==> src/rtl/fetch_buffer_if.sv <==
// Fetch-stage bundle: PC control, instruction-memory request/response and decode handoff.
// The master modport is the fetch buffer's view; slave is the surrounding PC/memory/decode side.
interface fetch_buffer_if;
  logic [31:0] pc_i;
  logic        flush_i;
  logic        stall_o;
  logic        imem_req_valid;
  logic        imem_req_ready;
  logic [31:0] imem_req_addr;
  logic        imem_rsp_valid;
  logic [31:0] imem_rsp_data;
  logic        dec_valid;
  logic        dec_ready;
  logic [31:0] dec_instr;
  logic [31:0] dec_pc;

  modport master (
    input  pc_i, flush_i, imem_req_ready, imem_rsp_valid, imem_rsp_data, dec_ready,
    output stall_o, imem_req_valid, imem_req_addr, dec_valid, dec_instr, dec_pc
  );

  modport slave (
    output pc_i, flush_i, imem_req_ready, imem_rsp_valid, imem_rsp_data, dec_ready,
    input  stall_o, imem_req_valid, imem_req_addr, dec_valid, dec_instr, dec_pc
  );
endinterface

==> src/rtl/fetch_buffer.sv <==
// Instruction fetch buffer: issues in-order imem reads at the PC, tags responses with their PC,
// queues {pc, instr} for decode, and discards wrong-path responses after a redirect.
module fetch_buffer #(
  parameter int unsigned DEPTH   = 4,
  parameter int unsigned MAX_OUT = 2
) (
  input logic           clk,
  input logic           rst,
  fetch_buffer_if.master bus
);

  localparam int unsigned PW = (DEPTH > 1) ? $clog2(DEPTH) : 1;
  localparam int unsigned TW = (MAX_OUT > 1) ? $clog2(MAX_OUT) : 1;
  localparam int unsigned CW = $clog2(DEPTH + 1);
  localparam int unsigned OW = $clog2(MAX_OUT + 1);

  logic [31:0]   instr_mem [DEPTH];
  logic [31:0]   pc_mem    [DEPTH];
  logic [31:0]   tag_mem   [MAX_OUT];
  logic [PW-1:0] rd_ptr, wr_ptr;
  logic [TW-1:0] tag_rd, tag_wr;
  logic [CW-1:0] fifo_count;
  logic [OW-1:0] out_cnt, drop_cnt;

  logic credit_ok, room_ok, issue, rsp_ok, push, pop;

  always_comb begin
    credit_ok          = (32'(fifo_count) + 32'(out_cnt)) < DEPTH;
    room_ok            = 32'(out_cnt) < MAX_OUT;
    bus.imem_req_valid = !rst && !bus.flush_i && credit_ok && room_ok;
    bus.imem_req_addr  = {bus.pc_i[31:2], 2'b00};
    issue              = bus.imem_req_valid && bus.imem_req_ready;
    bus.stall_o        = !rst && !bus.flush_i && !issue;
    // A response with nothing outstanding is a protocol error and is ignored.
    rsp_ok             = bus.imem_rsp_valid && (out_cnt != '0);
    push               = rsp_ok && (drop_cnt == '0) && !bus.flush_i;
    bus.dec_valid      = (fifo_count != '0) && !rst;
    pop                = bus.dec_valid && bus.dec_ready && !bus.flush_i;
    bus.dec_instr      = (fifo_count != '0) ? instr_mem[rd_ptr] : '0;
    bus.dec_pc         = (fifo_count != '0) ? pc_mem[rd_ptr]    : '0;
  end

  // Storage arrays carry no reset; validity is tracked by the counters.
  always_ff @(posedge clk) begin
    if (!rst && issue) tag_mem[tag_wr] <= bus.pc_i;
    if (!rst && push) begin
      instr_mem[wr_ptr] <= bus.imem_rsp_data;
      pc_mem[wr_ptr]    <= tag_mem[tag_rd];
    end
  end

  always_ff @(posedge clk) begin
    if (rst) begin
      rd_ptr     <= '0;
      wr_ptr     <= '0;
      tag_rd     <= '0;
      tag_wr     <= '0;
      fifo_count <= '0;
      out_cnt    <= '0;
      drop_cnt   <= '0;
    end else begin
      if (issue) tag_wr <= (tag_wr == TW'(MAX_OUT - 1)) ? '0 : tag_wr + 1'b1;
      if (rsp_ok) tag_rd <= (tag_rd == TW'(MAX_OUT - 1)) ? '0 : tag_rd + 1'b1;
      out_cnt <= out_cnt + OW'(issue) - OW'(rsp_ok);

      // Everything still in flight after a redirect is wrong-path; the flush-cycle response is dropped here too.
      if (bus.flush_i) begin
        drop_cnt   <= out_cnt - OW'(rsp_ok);
        fifo_count <= '0;
        rd_ptr     <= '0;
        wr_ptr     <= '0;
      end else begin
        if (rsp_ok && (drop_cnt != '0)) drop_cnt <= drop_cnt - 1'b1;
        if (push) wr_ptr <= wr_ptr + 1'b1;
        if (pop)  rd_ptr <= rd_ptr + 1'b1;
        fifo_count <= fifo_count + CW'(push) - CW'(pop);
      end
    end
  end

  always_ff @(posedge clk) begin
    if (!rst && bus.imem_rsp_valid) assert (out_cnt != '0);
  end

endmodule
==> src/flat_wrapper.sv <==
// flat-port wrapper written by rule: the top's interface ports become plain ports
module fetch_buffer_flat 
#(
  parameter int unsigned DEPTH   = 4,
  parameter int unsigned MAX_OUT = 2
)
  (clk, rst, bus_pc_i, bus_flush_i, bus_imem_req_ready, bus_imem_rsp_valid, bus_imem_rsp_data, bus_dec_ready, bus_stall_o, bus_imem_req_valid, bus_imem_req_addr, bus_dec_valid, bus_dec_instr, bus_dec_pc);
  fetch_buffer_if bus_i ();
  input logic clk;
  input logic rst;
  input wire logic [$bits(bus_i.pc_i)-1:0] bus_pc_i;
  input wire logic [$bits(bus_i.flush_i)-1:0] bus_flush_i;
  input wire logic [$bits(bus_i.imem_req_ready)-1:0] bus_imem_req_ready;
  input wire logic [$bits(bus_i.imem_rsp_valid)-1:0] bus_imem_rsp_valid;
  input wire logic [$bits(bus_i.imem_rsp_data)-1:0] bus_imem_rsp_data;
  input wire logic [$bits(bus_i.dec_ready)-1:0] bus_dec_ready;
  output wire logic [$bits(bus_i.stall_o)-1:0] bus_stall_o;
  output wire logic [$bits(bus_i.imem_req_valid)-1:0] bus_imem_req_valid;
  output wire logic [$bits(bus_i.imem_req_addr)-1:0] bus_imem_req_addr;
  output wire logic [$bits(bus_i.dec_valid)-1:0] bus_dec_valid;
  output wire logic [$bits(bus_i.dec_instr)-1:0] bus_dec_instr;
  output wire logic [$bits(bus_i.dec_pc)-1:0] bus_dec_pc;
  assign bus_i.pc_i = bus_pc_i;
  assign bus_i.flush_i = bus_flush_i;
  assign bus_i.imem_req_ready = bus_imem_req_ready;
  assign bus_i.imem_rsp_valid = bus_imem_rsp_valid;
  assign bus_i.imem_rsp_data = bus_imem_rsp_data;
  assign bus_i.dec_ready = bus_dec_ready;
  assign bus_stall_o = bus_i.stall_o;
  assign bus_imem_req_valid = bus_i.imem_req_valid;
  assign bus_imem_req_addr = bus_i.imem_req_addr;
  assign bus_dec_valid = bus_i.dec_valid;
  assign bus_dec_instr = bus_i.dec_instr;
  assign bus_dec_pc = bus_i.dec_pc;
  fetch_buffer #(.DEPTH(DEPTH), .MAX_OUT(MAX_OUT)) u_core (.clk(clk), .rst(rst), .bus(bus_i));
endmodule
==> config.mk <==
export PLATFORM = sky130hd
export DESIGN_NAME = fetch_buffer_flat
export DESIGN_NICKNAME = d
export VERILOG_FILES = /design/src/rtl/fetch_buffer_if.sv /design/src/rtl/fetch_buffer.sv /design/src/flat_wrapper.sv
export SDC_FILE = /design/constraint.sdc
export NUM_CORES = 1
export LEC_CHECK = 0
export CAP_MARGIN = 20
export CORE_ASPECT_RATIO = 0.6
export CORE_UTILIZATION = 55
export DETAILED_ROUTE_END_ITERATION = 10
export HOLD_SLACK_MARGIN = 0.12
export PLACE_DENSITY = 0.78
export SLEW_MARGIN = 10
export SYNTH_ARGS = -nofsm -noshare
export SYNTH_HDL_FRONTEND = slang
export SYNTH_SLANG_ARGS = --single-unit
export TNS_END_PERCENT = 100
==> constraint.sdc <==
create_clock -name clk -period 4.6 [get_ports clk]
set_clock_uncertainty 0.2 [all_clocks]
set_input_delay 0.92 -clock clk [delete_from_list [all_inputs] [get_ports clk]]
set_output_delay 0.92 -clock clk [all_outputs]
set_load 0.03 [all_outputs]
==> results.tsv <==
metric	value	unit
Synthesis Warnings	0	
WHS Path Cells	2	
Startpoint Class	flip-flop	
starting density of the core	0.564	
Async S/R FF share, synth	0	
Hold Vio Cnt, Final	0	
clock tree sinks	336	
Total GRT Usage	0.202	
chip height	121	um
Fmax	0.242	GHz
Filler cells	1497	
relative slew slack	0.330	
reg2reg path depth	10	
# Post-CTS Setup Buffers	0	
Post-Synth Simple-Gate Area	0.0447	
Req. time, crit path	3.48	ns
CP Capture Type	output port	
post-synthesis mux area share	0.139	
root buffer cell	clkbuf_16	
DR iter-0 viols	363	
Post-synth EDFFs	320	
power per cell area	400	nW/um^2
Mean Syn Cell Area	20.6	sq um
maximum VDD drop	0.264	mV
area grow syn2layout	20.4	%
Tightest Pin Transition	1.01	ns
I/O Buffers	166	
maximum capacitance violations	0	
non-filler cells in the finished layout	1124	
sequential share of the synthesized area	0.760	
Bufs and invs on worst path	2	
Total Wirelength	24400	um
Final Net Count	871	
TritonCTS clock tree	built	
Worst-path clk slew	0.07	ns
fin crit share	0.897	
DR vias/cell	5.55	
Die X	201	um
worst-path fanout max	26	
number of buffers created by CTS	29	
Post-CTS Resized	0	
H-tree levels	1	
DP HPWL	14800	um
CP cell instances	buf_4 -> mux4_2 -> nor2b_1 -> clkdlybuf4s50_1	
adder-cell share of the synthesized area	0.0121	
dominant synthesized flop cell	edfxtp_1	
row count	43	
Synth Cell Area	13100	sq um
# diodes	0	
fin crit period	4.13	ns
Routed Antenna Nets	0	
switching share of power	0.215	
Clock Power Share	0.350	
max incr delay on CP	0.70	ns
commonest cells in the netlist	edfxtp_1 (320), nor2b_1 (65), mux4_2 (64), buf_4 (32), mux2_2 (30)	
final setup vio count	0	
final slew viol count	0	
Netlist cell types	35	
# IOs	169	
Final TNS setup	0	ns
first-pass GRT wire length	37000	um
Yosys top cell area share	0.735	
#FFs+latches synth	336	
Logic pwr share	0.087	
status	completed	
Crit-path slowest cell	dfxtp_4	
ranking of synthesized cells by area	edfxtp_1 (74%), mux4_2 (11%), nor2b_1 (3.1%), mux2_2 (2.6%), dfxtp_1 (2.5%)	
area leader, netlist	edfxtp_1	
largest family of logic cells by synthesized area	multiplexers	
initial antenna violation count	0	
die area	24400	sq um
vias in the first global route	6540	
Synth Area in Compound Gates	0.00440	
RSZ-0062 raised after global routing	no	
leakage	4.96	nW
share of power burned in registers	0.562	
Bufs on Longest Clock Path	3	
Setup CP Type	reg -> out	
fraction of final layout cells sized beyond drive strength 1	0.194	
CP Data Arrival Time	3.01	ns
DR pass1 iterations	5	
gate family responsible for the most delay along the worst path	buffers and inverters	
most instantiated library cell after synthesis	edfxtp_1	
CTS Hold Buffers Added	0	
area share of xor/xnor cells in the synthesized design	0.00469	
largest net degree at the start of global routing	65	
Int Pwr	4.95	mW
Core ar.	23200	sq um
Skew-Pair Late Insertion Delay	0.53	ns
Hold Crit Class	reg -> reg	
Post-Synthesis Cells	633	
routed len/inst	21.7	um
via count	6236	
placer congestion estimate	0.721	
Psw	1.35	mW
DRC errors left	0	
placed cell count	1073	
grt total ovfl	0	
WP depth	4	
==> area by class of cell <==
cell class | instances | area [sq um] | area share
tap | 315 | 394 | 0.0251
inverter | 11 | 41.3 | 0.00262
clock buffer | 40 | 767 | 0.0488
timing repair buffer | 183 | 1800 | 0.115
clock inverter | 11 | 75.1 | 0.00477
sequential | 336 | 9940 | 0.632
multi-input combinational | 228 | 2710 | 0.173
==> kinds of logic after synthesis <==
logic type / Yosys count
DFF: 336
other: 1
and+or+nand+nor: 101
muxes: 98
buffers and inverters: 70
xor gates and xnor gates: 7
AOI/OAI and AO/OA: 8
adders and majority gates: 12
==> power by group through the flow <==
stage	Clock [mW]	Sequential (mW)	Combinational, mW
final	2.21	3.54	0.551
after global routing	2.35	3.55	0.596
after CTS	2.24	3.54	0.557
after detailed placement	0	3.61	0.552
after global placement	0	3.60	0.528
after floorplan	0	3.56	0.375
==> worst reg2reg max path: stages, from the launching register on <==
cell and delay (ns):
dfxtp_1 0.37, o31ai_1 0.44, nor2_1 0.10, ha_1 0.30, inv_1 0.06, ha_1 0.13, inv_1 0.05, fa_1 0.40
xor2_1 0.23, nor2_1 0.08, nor3_1 0.26
==> cells in the final DEF, fill, tap and decap left out, types with 3 or more instances in the layout <==
| cell | synthesis | routed |
|---|---|---|
| edfxtp_1 | 320 | 320 |
| clkdlybuf4s50_1 | 0 | 166 |
| nor2b_1 | 65 | 65 |
| mux4_2 | 64 | 64 |
| mux2_2 | 30 | 30 |
| clkbuf_16 | 0 | 29 |
| nor2_1 | 17 | 16 |
| buf_4 | 32 | 16 |
| dfxtp_1 | 16 | 13 |
| inv_1 | 11 | 11 |
| ha_1 | 11 | 11 |
| clkbuf_1 | 7 | 11 |
| xor2_1 | 5 | 5 |
| clkinv_2 | 0 | 5 |
| and2_4 | 0 | 4 |
| clkinv_1 | 0 | 4 |
| nor3_1 | 4 | 3 |
==> worst paths after layout <==
path / start / to / slack (ns)
worst min-delay path: u_core.tag_rd / u_core.tag_rd / 0.31
worst max-delay path: flip-flop / bus_dec_instr[23] / 0.47
worst max register to register: u_core.fifo_count[2] / u_core.fifo_count[2] / 1.87
worst min register to register: u_core.tag_rd / u_core.tag_rd / 0.31
==> sequential cells by signal, summed over array words and instances (netlist names), named ones only <==
name               count
u_core.instr_mem     128
u_core.pc_mem        128
u_core.tag_mem        64
u_core.fifo_count      3
u_core.drop_cnt        2
u_core.out_cnt         2
u_core.rd_ptr          2
u_core.wr_ptr          2
u_core.tag_rd          1
u_core.tag_wr          1
==> layer usage <==
layer  track usage  part of all wire  vias up
met5             0                 0        -
met4        0.0353             0.015        0
met3        0.0325             0.052       36
met2         0.336              0.48      196
met1         0.290              0.45     3246
li1              -                 -     2758
==> metrics by stage <==
stage	total power, mW	hold WS, ns	worst slack [ns]	utilization	instance area (sq um)
global placement	4.13	0.286	0.704	0.642	14900
detailed placement	4.16	0.298	0.612	0.642	14900
floorplan	3.94	0.246	0.836	-	13100
finish	6.30	0.314	0.472	0.678	15700
CTS	6.34	0.316	0.369	0.678	15700
global route	6.50	0.344	0.311	0.678	15700
Power figures use the tool's default switching activity.
